[src/rtl/imem_fill.sv]
// Line-fill responder: fetches one I-cache line as N memory beats, returns it with a 1-cycle b_dv_i pulse.
// Latency N+1 cycles at zero wait, +1 per stalled m_ack cycle; m_req is never withdrawn before its ack.
module imem_fill #(
    parameter int LINE = 256,
    parameter int BEAT = 64
) (
    input  logic            clk,
    input  logic            rst_n,
    input  logic [63:0]     b_addr_i,
    input  logic            b_rd_i,
    output logic [LINE-1:0] b_data_i,
    output logic            b_dv_i,
    output logic [63:0]     m_addr,
    output logic            m_req,
    input  logic            m_ack,
    input  logic [BEAT-1:0] m_data
);
    localparam int N    = LINE / BEAT;
    localparam int OFFS = $clog2(LINE / 8);
    localparam int CW   = (N > 1) ? $clog2(N) : 1;
    localparam logic [63:0]   BASE_MASK = ~((64'd1 << OFFS) - 64'd1);
    localparam logic [63:0]   STEP      = 64'(BEAT / 8);
    localparam logic [CW-1:0] LAST      = CW'(N - 1);

    typedef enum logic [1:0] {IDLE, FILL, RESP} state_t;

    state_t        state, state_nxt;
    logic [CW-1:0] cnt, cnt_nxt;
    logic          abort, abort_nxt;
    logic [63:0]   m_addr_nxt;
    logic          m_req_nxt;
    logic          b_dv_nxt;
    logic          beat_we;

    always_comb begin
        state_nxt  = state;
        cnt_nxt    = cnt;
        abort_nxt  = abort;
        m_addr_nxt = m_addr;
        m_req_nxt  = m_req;
        b_dv_nxt   = 1'b0;
        beat_we    = 1'b0;
        unique case (state)
            IDLE: begin
                if (b_rd_i) begin
                    m_addr_nxt = b_addr_i & BASE_MASK;
                    m_req_nxt  = 1'b1;
                    cnt_nxt    = '0;
                    abort_nxt  = 1'b0;
                    state_nxt  = FILL;
                end
            end
            FILL: begin
                if (!b_rd_i) begin
                    abort_nxt = 1'b1;
                end
                // The outstanding beat must complete even when the requester has gone away.
                if (m_ack) begin
                    beat_we = 1'b1;
                    if (abort || !b_rd_i) begin
                        m_req_nxt = 1'b0;
                        state_nxt = IDLE;
                    end else if (cnt == LAST) begin
                        m_req_nxt = 1'b0;
                        b_dv_nxt  = 1'b1;
                        state_nxt = RESP;
                    end else begin
                        cnt_nxt    = cnt + CW'(1);
                        m_addr_nxt = m_addr + STEP;
                    end
                end
            end
            RESP: begin
                // b_rd_i is still high here; ignoring it avoids a duplicate fill.
                state_nxt = IDLE;
            end
            default: begin
                state_nxt = IDLE;
            end
        endcase
    end

    always_ff @(posedge clk) begin
        if (!rst_n) begin
            state    <= IDLE;
            cnt      <= '0;
            abort    <= 1'b0;
            m_addr   <= '0;
            m_req    <= 1'b0;
            b_dv_i   <= 1'b0;
            b_data_i <= '0;
        end else begin
            state  <= state_nxt;
            cnt    <= cnt_nxt;
            abort  <= abort_nxt;
            m_addr <= m_addr_nxt;
            m_req  <= m_req_nxt;
            b_dv_i <= b_dv_nxt;
            if (beat_we) begin
                b_data_i[cnt*BEAT +: BEAT] <= m_data;
            end
        end
    end

endmodule

[config.mk]
export PLATFORM = sky130hd
export DESIGN_NAME = imem_fill
export DESIGN_NICKNAME = d
export VERILOG_FILES = /design/src/rtl/imem_fill.sv
export SDC_FILE = /design/constraint.sdc
export NUM_CORES = 1
export LEC_CHECK = 0
export ABC_AREA = 1
export CAP_MARGIN = 20
export CORE_UTILIZATION = 33
export CTS_CLUSTER_SIZE = 30
export DETAILED_ROUTE_END_ITERATION = 8
export PLACE_DENSITY = 0.71
export SETUP_SLACK_MARGIN = 0.3
export SKIP_LAST_GASP = 1
export SYNTH_ARGS = -nofsm -noshare
export SYNTH_HDL_FRONTEND = slang
export SYNTH_SLANG_ARGS = --single-unit
[constraint.sdc]
create_clock -name clk -period 2.9 [get_ports clk]
set_input_delay 0.29 -clock clk [delete_from_list [all_inputs] [get_ports clk]]
set_output_delay 0.29 -clock clk [all_outputs]
set_load 0.02 [all_outputs]
Word-level counts from Yosys, hierarchy flattened --
Cells that the tools add are included.
Operators by class: shifts and indexed selects 2, reductions and logical operators 9, add/subtract/negate cells 3, eq/ne operators 8, muxes and demuxes 27, bitwise gates (word level) 3
Operators by type and width (number):
- 256-bit bitwise mux | 1
- 64-bit two-way mux | 4
- 64-bit by 34-bit variable shift with 256-bit output, first input constant | 1
- 64-bit by 34-bit indexed part select with 256-bit output | 1
- 64-bit case mux with 2 select lines | 1
- 64-bit by 4-bit adder with 64-bit output, second input constant | 1
- 8-bit negator with 34-bit output | 1
- 2-bit two-way mux | 8
- 2-bit inequality test, second input constant | 5
- 1-bit two-way mux | 9
- 2-bit case mux with 2 select lines | 2
- 3-bit AND reduction | 2
- 5-bit AND reduction | 1
- 1-bit case mux with 2 select lines | 2
- 4-bit AND reduction | 1
- 4-bit OR reduction | 1
- 3-bit inequality test, second input constant | 1
- 1-bit NOT | 3
- 2-bit by 1-bit adder with 2-bit output, second input constant | 1
- 2-bit by 1-bit == test with 1-bit output, second input constant | 1
- 2-bit == test, second input constant | 1
- 2-bit logical NOT | 1
- 2-bit nonzero test | 1
- 1-bit logical NOT | 1
- 1-bit logical OR | 1
Word-level totals: word-level logic and storage cells 59, output and inout bits 322, register bits after elaboration 327, bits of input ports 132

Longest topological paths before layout --
Gate-level depths: netlist of the first run.
depth in word-level cells 5, depth in mapped cells 11, depth with buffers taken out 11

Worst setup path after synthesis of the first run --
OpenSTA, ideal clock, no wires.
path type flip-flop to flip-flop, start point register cnt[0], end point register b_data_i[151], data required time 2.830 ns, setup time 0.070 ns, period minus slack after synthesis 2.041 ns, arrival time 1.970 ns, stages on the path, launching flop included 11, setup slack 0.859 ns, path buffers 2, cells stage by stage dfxtp_1 buf_4 inv_1 ha_1 inv_1 nor2_1 inv_1 nor2_1 clkbuf_1 nand3_1 a21oi_1
Between the ends: word-level cells in the longest chain between the ends 3, elaborated cells on any way between the ends 4, those cells by class 1 x add/sub; 2 x shift; 1 x mux
RTL lines:
- start: declaration | RTL line 28 | logic [CW-1:0] cnt, cnt_nxt;
- start signal: assignment | RTL line 94 | cnt <= cnt_nxt;
- 8-bit negator with 34-bit output (*) | RTL line 100 | b_data_i[cnt*BEAT +: BEAT] <= m_data;
- 64-bit by 34-bit indexed part select with 256-bit output or 64-bit by 34-bit variable shift with 256-bit output (tied branches) | RTL line 100
- 256-bit bitwise mux (*) | RTL line 100
- end signal: indexed assignment | RTL line 100
- end: declaration | RTL line 11 | output logic [LINE-1:0] b_data_i,
Every way passes the cells marked *; elsewhere a longest branch is shown, timed or not. A chain may end at the register's enable or synchronous reset.

Final worst setup path of the first run --
start point register cnt[0], end point register b_data_i[40]
The elaborated chain is that of the path after synthesis.

==> results.txt, run 1 <==
The run gives 324 as the clock sink count. Dividing the detail-routed via count by the number of cells gives 5.29. The area growth from synthesis to layout works out to 41.1%. The biggest area consumer among synthesized cells is dfxtp_1.

The floorplan has 78 rows. Broken down by cell family, the worst path's largest delay share belongs to buffers and inverters. The worst-case hold path end point was b_data_i[144]$_SDFFE_PN0P_. The largest stage delay on the critical path works out to 350 ps. Largest clock skew in the final design: 25.3 ps. The tools report the number of design-rule violations left by the first detailed-router iteration as 1246. Number of synthesized register bits: 324.

Counting both buffers and inverters, the worst setup path holds a total of 3. The critical path goes through inv_1 > ha_2 > buf_4 > nor3_4 > buf_12 > nand4_1 > a21oi_1. The maximum net fanout on the critical path was 61.

The share of the synthesized area in the top cell type came out at 0.426. Setup repair after global routing left no endpoint under its margin. Overall fraction of global-route tracks in use: 0.263.

The final HPWL from detailed placement is 45300 um, and the slack of the critical path is 588 ps. The total overflow left after global routing is 0. The final count of pins violating max slew was 0. Residual antenna-violating net count after detailed routing: 0. TritonCTS built the clock tree. The net count of the finished layout is 2635. The final layout contains routed wiring with a total length of 64000 um. After synthesis the cells add up to 0.0152 mm^2. In this run the critical register-to-register path is captured at b_data_i[40]$_SDFFE_PN0P_. The time the worst path needs with I/O delays and setup works out to 2310 ps. The class of the most critical hold timing path is in -> reg. The register share of total power came out at 0.406.

The worst hold path was traced through 3 stages. The synthesized area per cell works out to 7.13 um^2. Yosys attributes the largest share of cell area to dfxtp_1 43%, nand2_1 12%, a21oi_1 7.9%.

The core region is 0.0455 mm^2. The headroom to the max-slew limit was 0.419; the combinational cell fraction of total power was 0.171. The number of cells on the worst reg-to-reg path is 7.

The tools report the kind of end point of the critical path as a flop. For the number of buffers inserted during clock tree synthesis, the log shows 38. The sequential fraction of the synthesis area is 0.426, and the post-place setup slack is 250 ps. The slew at the pin with the worst max-slew slack was 872 ps; the via count of the first global-routing pass was 15700. In this run, synthesis inferred 0 flip-flops with an integrated enable. STA classifies the critical path startpoint as a flop. CTS clock-pin slew for the worst setup and hold paths: 60 ps. The logs give 16500 for the via count and 590 ps for the worst-case register-to-register setup slack. The clock reaches the later pin of the worst-skew pair after 570 ps. The clock tree synthesis step divided the H-tree into 2 levels. Setup violations remaining at the end of the flow were counted as 0.

At the worst endpoint, the arrival time is 2790 ps. Startpoint of the tightest hold check path: m_data[16]. The floorplan die area was 0.0470 mm^2. The per-cell routed wire length is 20.5 um.

The tools report the internal power component as 8.24 mW. The cell area power density was 550 mW/mm^2; the number of standard cells after synthesis was 2136. The longest clock path from root to sink contains 3 buffers. Critical path class: reg -> reg. The repair_antennas step left the layout with diodes totalling 0. Data on the critical path is required at its endpoint by 3380 ps. On the critical path, the stage with the largest delay is an instance of ha_2.

The multi-input combinational cells in the finished layout cover a total of 0.00742 mm^2. The die boundary height was 217 um; the switching power was 3.58 mW. The count of buffers added on input and output ports is 445.

The number of hold buffers added after CTS was 0. Registers take 0.00649 mm^2. The first detailed-routing pass ran for 5 iterations.

The initial core utilization was 0.335; the global placement routability congestion was 0.951. The tree is rooted in a clkbuf_16. The final-report hold violation count is 0, and the total leakage power is 7.25 nW. During synthesis, Yosys emitted a total of 0 warnings. The ratio of final minimum period to clock period came out at 0.797. The share of total power in the clock network is 0.422. Pin count of the biggest net entering global routing: 99. The flow ran to the end, and the final reports show no timing, DRC or antenna violations. The count of cell types in the netlist was 34; the die span in x was 217 um.

The proportion of total power due to net switching came out at 0.303. The tools report the beginning of the worst register-to-register path as cnt[0]$_SDFFE_PN0P_. For the number of top-level pins, the log shows 454. The proportion of synthesized flip-flops having asynchronous set or reset was 0. The most common cell in the synthesized netlist was nand2_1.

For this run, design rule violations remaining after detail routing come to 0. The worst-case IR drop observed on VDD is 488 uV. The share of final-layout standard cells stronger than drive strength 1 is 0.0666. For the initial antenna violation count, the log shows 1. The logs give 95400 um for the global-route wire length before repair and 4532 for the number of fill cells in the layout.

Across the run, the number of max-cap violations was 0. Counting instances in the post-synthesis netlist gives the leading cell types as 476 x nand2_1, 324 x dfxtp_1, 241 x a21oi_1, 229 x nor2_1, 165 x inv_1. Commonest register cell after synthesis: dfxtp_1. The run gives 0 ps as the setup TNS. For this run, the top clock speed supported by timing is 433 MHz.
cells by family after synthesis:
group	after synthesis	synth area share
xor+xnor	7	0.00403
other cells	1	0.000246
buf+inv	334	0.0903
fa+ha+maj	7	0.00575
flops	324	0.426
simple gates	970	0.273
compound gates	493	0.200
worst min-delay path, delay by kind of cell:
family | cells | cell delay, ps
compound gates | 1 | 50
buf+inv | 1 | 460
simple gates | 1 | 100
registers in the layout, summed over array words and instances, names as in the netlist:
name / cells
abort: 1
b_data_i: 256
b_dv_i: 1
cnt: 2
m_addr: 61
m_req: 1
state: 2
power by group through the flow:
| stage | logic, mW | registers (mW) | clock network, mW |
|---|---|---|---|
| global route | 2.17 | 4.82 | 5.29 |
| finish | 2.03 | 4.80 | 4.99 |
| detailed placement | 2.00 | 4.89 | 0 |
| CTS | 2.01 | 4.79 | 5.09 |
| global placement | 1.98 | 4.89 | 0 |
| floorplan | 0.915 | 4.99 | 0 |
final cells by class:
type | instances | area share
clock buffers | 49 | 0.0485
clock inverters | 19 | 0.0116
inverters | 168 | 0.0299
multi-input cells | 1480 | 0.345
flip-flops and latches | 324 | 0.302
well taps | 600 | 0.0350
repair buffers | 484 | 0.228
per-layer routing:
metal	vias up	wire length [um]	global-route usage	share of wire
li1	7896	-	-	-
met1	7797	25500	0.318	0.40
met2	734	30600	0.450	0.48
met3	109	5880	0.0727	0.092
met4	2	1920	0.0824	0.030
met5	-	12	0	0.00019
placed cells by master (no fill, tap or decap), types with 7 or more instances in the layout:
cell and count:
a31oi_1 87, or3_1 35, buf_12 11, nor2_4 7, clkdlybuf4s50_1 445, buf_4 27
dfxtp_1 324, nand3_1 125, nand4_1 80, a211oi_2 43, a21oi_1 241, o21ai_0 66
a211oi_1 46, nor3_1 10, nor2_1 228, clkbuf_16 38, inv_1 162, nand2_1 471
clkinv_2 8
through the flow:
step	cells	power, mW	area [um^2]	util	hold WS [ps]
final	3124	11.8	21500	0.472	394
after global routing	3124	12.3	21500	0.472	388
after CTS	3120	11.9	21400	0.471	359
after detailed placement	3052	6.89	20100	0.443	448
after global placement	3052	6.86	20100	0.443	440
after floorplan	2138	5.90	15200	-	447
worst max path at each step:
| stage | start | end | slack, ps | cells after the start |
|---|---|---|---|---|
| final | cnt[0]$_SDFFE_PN0P_ | b_data_i[40]$_SDFFE_PN0P_ | 590 | 7 |
| after global placement | cnt[0]$_SDFFE_PN0P_ | b_data_i[226]$_SDFFE_PN0P_ | 300 | 7 |
| after CTS | cnt[0]$_SDFFE_PN0P_ | b_data_i[214]$_SDFFE_PN0P_ | 350 | 6 |
| after floorplan | cnt[0]$_SDFFE_PN0P_ | b_data_i[151]$_SDFFE_PN0P_ | 860 | 10 |
| after global routing | cnt[1]$_SDFFE_PN0P_ | b_data_i[146]$_SDFFE_PN0P_ | 430 | 9 |
| after detailed placement | cnt[0]$_SDFFE_PN0P_ | b_data_i[214]$_SDFFE_PN0P_ | 250 | 7 |
timing repair:
action,CTS,global route
gates resized for setup,1,2
pin swaps,0,1
buffers inserted,0,4
setup endpoints to repair,10,29
Note: power is estimated with default switching activity, not from simulation.
==> inputs of run 2 (changes only) <==
PLACE_DENSITY = 0.74   (was 0.71)
clock period = 1.9 ns   (was 2.9 ns; I/O delays follow)
==> results.txt, run 2 (same netlist as run 1, synthesis figures left out) <==
The run finished, with violations left. The checks that failed: setup timing. The via count of the first global-routing pass is 17300 (+10%). Maximum net fanout on the critical path: 6 (-90%). Worst vdd rail ir drop: 830 uV (+70%). The sum of overflow across all layers after global routing was 0 (unchanged).

The run gives 3183 (+4.3%) as the number of cells in the design after placement. The tools report the final count of pins violating max slew as 0 (unchanged). The wire length on met3 is 7260 um (+23%), and the total number of H-tree levels is 2 (unchanged). The via density per instance was 5.45 (+3.0%). TritonCTS built the clock tree.

The floorplan die area is 0.0470 mm^2 (unchanged). The share of final-layout standard cells stronger than drive strength 1 works out to 0.186 (+0.119). The area growth from synthesis to layout is 60.4%. The required time at the worst-slack endpoint came out at 2360 ps (-1020 ps). In this run the worst hold path is classified as in -> reg. Placeable core region: 0.0455 mm^2 (unchanged). The clock sink count is 324 (unchanged). The most frequent standard cell in the layout excluding fill and tap cells is nand2_1. Cell area power density: 813 mW/mm^2 (+48%).

Setup repair after global routing could not meet its margin everywhere. The number of nets in the final layout is 2818 (+6.9%), and the largest clock skew in the final design is 25.9 ps (+0.618 ps). Final HPWL from detailed placement: 48700 um (+7.5%). The initial core utilization was 0.335 (unchanged); the die boundary height was 217 um (unchanged). The number of buffers inserted during clock tree synthesis is 39 (+2.6%). Per-cell routed wire length: 21.8 um (+6.5%).

The initial antenna violation count is 0 (-1). The final-report hold violation count was 0 (unchanged); the die span in x was 217 um (unchanged). The tools report the final setup violation count as 2 (+2).

The highest routing layer actually used was met4. The final worst hold slack is 264 ps (-130 ps), and the CTS clock-pin slew for the worst setup and hold paths is 60 ps (about the same). The number of top-level pins came out at 454 (unchanged). The worst setup path is of the reg -> reg kind.

The number of rows in the core area is 78 (unchanged). The kind of end point of the critical path is a flop. The residual antenna-violating net count after detailed routing is 0 (unchanged). For the global placement routability congestion, the log shows 0.936 (-1.6%).

The slack of the critical path was -21.1 ps (-609 ps). For the number of design-rule violations left by the first detailed-router iteration, the log shows 1808 (+45%). The flip-flop count of the largest register after layout is 256 (unchanged).

The hold-fix buffer count after cts was 0 (unchanged). The ratio of final minimum period to clock period is 1.01 (+0.214). The number of I/O port buffers was 445 (unchanged).

Routed length on met2: 34200 um (+12%). The total leakage power was 8.83 nW (+22%). The clock insertion delay at the later pin of the skew report is 580 ps (about the same). The maximum root-to-sink buffer count came out at 3 (unchanged).

STA classifies the critical path startpoint as a flop. Time the worst path needs with I/O delays and setup: 1920 ps (-391 ps). Post-place setup slack: -60.4 ps (-310 ps). The upper clock frequency limit was 521 MHz (+20%). Via count: 18000 (+9.1%).

The top cell types in the final layout, fill and taps aside, are 460 x nand2_1, 392 x clkdlybuf4s50_1, 290 x dfxtp_1. The headroom to the max-slew limit is 0.624 (+0.205). The tools report the met1 routed wirelength after detailed routing as 27000 um (+5.7%). The register with the highest flop count is b_data_i.

Pin count of the biggest net entering global routing: 75 (-24%). The logs give 0 (unchanged) for the DRC violation count after routing and 101000 um (+6.0%) for the global-route wire length before repair. Slew at the pin with the worst max-slew slack: 564 ps (-308 ps). The run gives 3309 (+5.9%) as the count of placed standard cells in the final layout, fillers left out. The logs give 6 (+1) for the iteration count of the initial detailed-routing pass and 2380 ps (-410 ps) for the data arrival time of the critical path. Overall fraction of global-route tracks in use: 0.278 (+0.0150). The sum of routed wire length over all layers is 72100 um (+13%). The cell sitting at the root of the clock tree is a clkbuf_16.

For the reported max-cap violation count, the log shows 0 (unchanged). In the final layout, the registers with the most flip-flops are b_data_i (256), m_addr (61).
==> run 2: cell types whose count changed in the layout (fill, tap and decap cells not counted), moves of 24 or more <==
cell / previous run / this run
buf_4: 27 / 145
clkdlybuf4s50_1: 445 / 392
nor2_1: 228 / 190
dfxtp_1: 324 / 290
dfxtp_2: 0 / 32
nor2_2: 2 / 29
buf_12: 11 / 35
==> run 2: layout make-up <==
class	count	area, um^2
clock buffers	56	1160
clock inverters	14	218
diodes	1	2.50
repair buffers	666	7110
well taps	600	751
multi-input cells	1480	7990
inverters	168	656
flip-flops and latches	324	6530
fillers	4149	21100
==> run 2: repair_timing <==
item                                    in CTS  in global routing
gates resized for setup                     99                199
cloned                                       3                 23
hold endpoints to repair                     0                  0
endpoints found under the setup margin     636                621
pin swaps                                    4                 52
buffers inserted                             7                 22
==> run 2: report_power, final <==
part           leakage [nW]  internal (mW)  total (mW)  switching [mW]
Sequential             2.64           7.03        7.27           0.236
Combinational          5.52           1.96        4.57            2.60
Clock                 0.668           4.82        8.02            3.20
Total                  8.83           13.8        19.8            6.04
==> run 2: layer usage <==
layer	GRT usage	up-vias
met5	0	-
met4	0.123	0
met3	0.0758	216
met2	0.477	988
met1	0.323	8537
li1	-	8296
==> run 2: path summary, 6_finish.rpt <==
| kind | startpoint | cells past startpoint | endpoint | slack (ps) |
|---|---|---|---|---|
| worst min register to register | b_data_i[240]$_SDFFE_PN0P_ | 2 | b_data_i[240]$_SDFFE_PN0P_ | 460 |
| worst min-delay path | m_ack | 3 | state[1]$_SDFFE_PN0P_ | 260 |
| worst max register to register | cnt[0]$_SDFFE_PN0P_ | 9 | b_data_i[246]$_SDFFE_PN0P_ | -20 |
| worst max-delay path | cnt[0]$_SDFFE_PN0P_ | 9 | b_data_i[246]$_SDFFE_PN0P_ | -20 |
==> run 2: critical path, cell delays in order (launching register included) <==
cell and delay (ps):
dfxtp_4 370, clkinvlp_4 140, ha_4 210, buf_6 120
nor2_4 140, buf_6 130, buf_12 150, buf_12 140
a31oi_2 90, a211oi_1 300
==> run 2: per-stage QoR <==
| step | TNS (ps) | area (um^2) | total power [mW] | utilization |
|---|---|---|---|---|
| 4_1_cts | 0 | 23000 | 19.0 | 0.506 |
| 6_report | -21.6 | 24400 | 19.8 | 0.537 |
| 2_1_floorplan | 0 | 15400 | 9.11 | - |
| 3_5_place_dp | -1360 | 21400 | 10.9 | 0.471 |
| 5_1_grt | -2310 | 24400 | 20.4 | 0.537 |
| 3_3_place_gp | -34.4 | 21400 | 10.9 | 0.471 |
==> patch 1 (settings of run 1) <==
Set the parameter `BEAT` to 32 (it was 64).
--- a/src/rtl/imem_fill.sv
+++ b/src/rtl/imem_fill.sv
@@ -2,7 +2,7 @@
 // Latency N+1 cycles at zero wait, +1 per stalled m_ack cycle; m_req is never withdrawn before its ack.
 module imem_fill #(
     parameter int LINE = 256,
-    parameter int BEAT = 64
+    parameter int BEAT = 32
 ) (
     input  logic            clk,
     input  logic            rst_n,
Interface: changed (resized m_data); port bits go from 454 to 422. No check against the original RTL was run, so the function may have changed too.
==> patch 1 against run 1 <==
  * Cell area fell by 2.0%
  * Routed wire length rose by 2.3%
  * Synthesized area barely moved
  * Largest cell class unchanged
  * Core utilization fell by 0.84 points
  * Power fell by 3.3%
  * Setup slack got worse by 0.12 ns
  * Sequential cell count rose by 2
==> patch 1: results (changes against run 1) <==
leak pwr 0.00839 µW (was 0.00725 µW); dpl hpwl 47.1 mm (was 45.3 mm); gpl congestion 0.972 (was 0.951); Non-Clock Buffer Area Fraction 0.213 (was 0.228); M2 GR Usage 0.452 (was 0.450); Post-Route M1 WL 25.3 mm (was 25.5 mm); number of port buffers 414 (was 445); critical path's slowest cell buf_4 (was ha_2); metal2 WL 30.4 mm (was 30.6 mm); fraction of area in multi-input gates 0.355 (was 0.345); Clock Skew 0.0119 ns (was 0.0253 ns); vias per cell 5.35 (was 5.29); flops & latches, synth 326 (was 324); post-synthesis sequential area ratio 0.429 (was 0.426); clk_buf instances 55 (was 49); gr usage total 0.269 (was 0.263); outcome completed (unchanged); Post-Route WL 65.4 mm (was 64.0 mm); met3 routed WL 6.30 mm (was 5.88 mm); synth cell count leaders nand2_1 (355), dfxtp_1 (326), nor2_1 (316) (was nand2_1 (476), dfxtp_1 (324), a21oi_1 (241)); Mapped Cells 2101 (was 2136); initial antenna violation count 0 (was 1); nonclk inv count 131 (was 168); synth top area cells dfxtp_1 (43%), o21ai_0 (9.0%), nand2_1 (8.8%) (was dfxtp_1 (43%), nand2_1 (12%), a21oi_1 (7.9%)); pre-CTS setup slack 0.434 ns (was 0.250 ns)
patch 1: cell count changes after synthesis, sizes merged, moves of 65 or more:
cell	run 1	this run
a211oi	89	5
a21oi	241	176
nand2	478	360
nor2	237	332
nor3	11	77
o211a	1	92
o21ai	66	284
patch 1: final timing paths:
kind / slack (ns) / endpoint / depth (start not counted) / start
setup / recovery: 0.47 / b_data_i[146] / 7 / cnt[1]
hold reg to reg: 0.47 / m_req / 2 / m_req
hold / removal: 0.15 / b_data_i[207] / 3 / rst_n
setup reg to reg: 0.47 / b_data_i[146] / 7 / cnt[1]
patch 1: repair_timing:
action | 4_1_cts | 5_1_grt
resized for setup | 0 | 1
setup endpoints to repair | 0 | 5
endpoints found under the hold margin | 0 | 0
patch 1: logic make-up (layout without fill, tap and decap cells):
kind of cell,count (synthesis),in the layout,share of synthesized area
compound gates,597,597,0.232
fa+ha+maj,6,6,0.00494
buf+inv,280,648,0.0827
flops,326,326,0.429
other cells,1,2,0.000247
simple gates,891,891,0.251
==> patch 2 (flow settings as in run 1) <==
Made on the original files. Take the reset off `m_addr` and load it in a clocked block of its own.
--- a/src/rtl/imem_fill.sv
+++ b/src/rtl/imem_fill.sv
@@ -85,7 +85,6 @@
             state    <= IDLE;
             cnt      <= '0;
             abort    <= 1'b0;
-            m_addr   <= '0;
             m_req    <= 1'b0;
             b_dv_i   <= 1'b0;
             b_data_i <= '0;
@@ -93,7 +92,6 @@
             state  <= state_nxt;
             cnt    <= cnt_nxt;
             abort  <= abort_nxt;
-            m_addr <= m_addr_nxt;
             m_req  <= m_req_nxt;
             b_dv_i <= b_dv_nxt;
             if (beat_we) begin
@@ -102,5 +100,9 @@
         end
     end
 
+    always_ff @(posedge clk) begin
+        m_addr <= m_addr_nxt;
+    end
+
 endmodule
 
Behaviour: not the same (Yosys sat finds a counterexample within 4 cycles, from zero or initial values and one cycle with rst_n low).
==> patch 2 against run 1 <==
  * Core utilization up 0.85 points
  * Sequential power rose by 5.0%
  * Cell area fell by 2.7%
  * Clock skew grew 0.0023 ns
  * First-iteration DRC count is 3.4% lower
  * Sequential cell count is the same
  * Synthesized cell count shrank 8.0%
  * Synthesized area fell by 3.7%
  * Combinational power barely moved
  * Routed wire length is 6.2% lower
  * Setup slack improved by 0.032 ns
  * Power down 0.12%
==> patch 2: results (changes against run 1) <==
synth top area cells dfxtp_1 (36%), edfxtp_1 (12%), nand2_1 (11%) (was dfxtp_1 (43%), nand2_1 (12%), a21oi_1 (7.9%)); M2 GR Usage 0.426 (was 0.450); CP max FO 18 (was 61); critical path's top delay family simple AND/OR/NAND/NOR gates (was buffers and inverters); Worst Setup EP b_data_i[237] (was b_data_i[40]); leak pwr 0.00734 µW (was 0.00725 µW); drt initial violations 1204 (was 1246); Synth cell types 31 (was 34); Hold Path End b_data_i[198] (was b_data_i[144]); outcome completed (unchanged); Finished Layout Cells 2952 (was 3124); Post-Route M1 WL 24.0 mm (was 25.5 mm); hold_ws 0.397 ns (was 0.394 ns); Worst VDD drop 498 µV (was 488 µV); vias 15300 (was 16500); top layer in use met4 (was met5); Clock Skew 0.0275 ns (was 0.0253 ns); global-route wire length before repair 88.7 mm (was 95.4 mm); Post-CTS Resized 0 (was 1); Period minus WS final 2.28 ns (was 2.31 ns); Cells after DPL 2887 (was 3052); initial antenna violation count 0 (was 1); metal2 WL 27.8 mm (was 30.6 mm); Nets 2481 (was 2635); gr usage total 0.258 (was 0.263); grt met3 use 0.0885 (was 0.0727); post-synthesis sequential area ratio 0.484 (was 0.426); Wirelength per Cell 20.3 µm (was 20.5 µm); dpl hpwl 42.9 mm (was 45.3 mm); layout cell share with drive strength beyond 1 0.0494 (was 0.0666); crit path DAT 2.75 ns (was 2.79 ns); pre-CTS setup slack 0.569 ns (was 0.250 ns); gpl congestion 0.946 (was 0.951); Pint 8310 µW (was 8240 µW); critical path's slowest cell dfxtp_1 (was ha_2); R2R cell count 8 (was 7); crit path from cnt[1] (was cnt[0]); worst hold start m_data[6] (was m_data[16]); crit-path max cell delay 0.40 ns (was 0.35 ns); met3 routed WL 6.18 mm (was 5.88 mm); pin count of the biggest net entering global routing 79 (was 99)
==> patch 2: changes by cell type after synthesis, sizes merged, moves of 41 or more <==
cell	before	now
edfxtp	0	61
nand2	478	437
nor3	11	54
inv	168	92
a31oi	87	19
a211oi	89	21
dfxtp	324	263
==> patch 2: final cells by class <==
class | instances | area, µm²
clock buffers | 53 | 1110
clock inverters | 12 | 109
fillers | 4184 | 22600
inverters | 92 | 353
multi-input cells | 1406 | 6620
flip-flops and latches | 324 | 7100
well taps | 585 | 732
repair buffers | 480 | 4870
==> patch 2: logic make-up (layout without fill, tap and decap cells) <==
logic type / Yosys count / in the layout / share of synthesized area
AO/OA/AOI/OAI: 359 / 359 / 0.131
other: 1 / 3 / 0.000256
flip-flops: 324 / 324 / 0.484
buffers and inverters: 238 / 637 / 0.0664
adder cells (fa/ha/maj): 7 / 7 / 0.00597
AND/OR/NAND/NOR: 1009 / 1009 / 0.295
XOR/XNOR: 28 / 28 / 0.0167
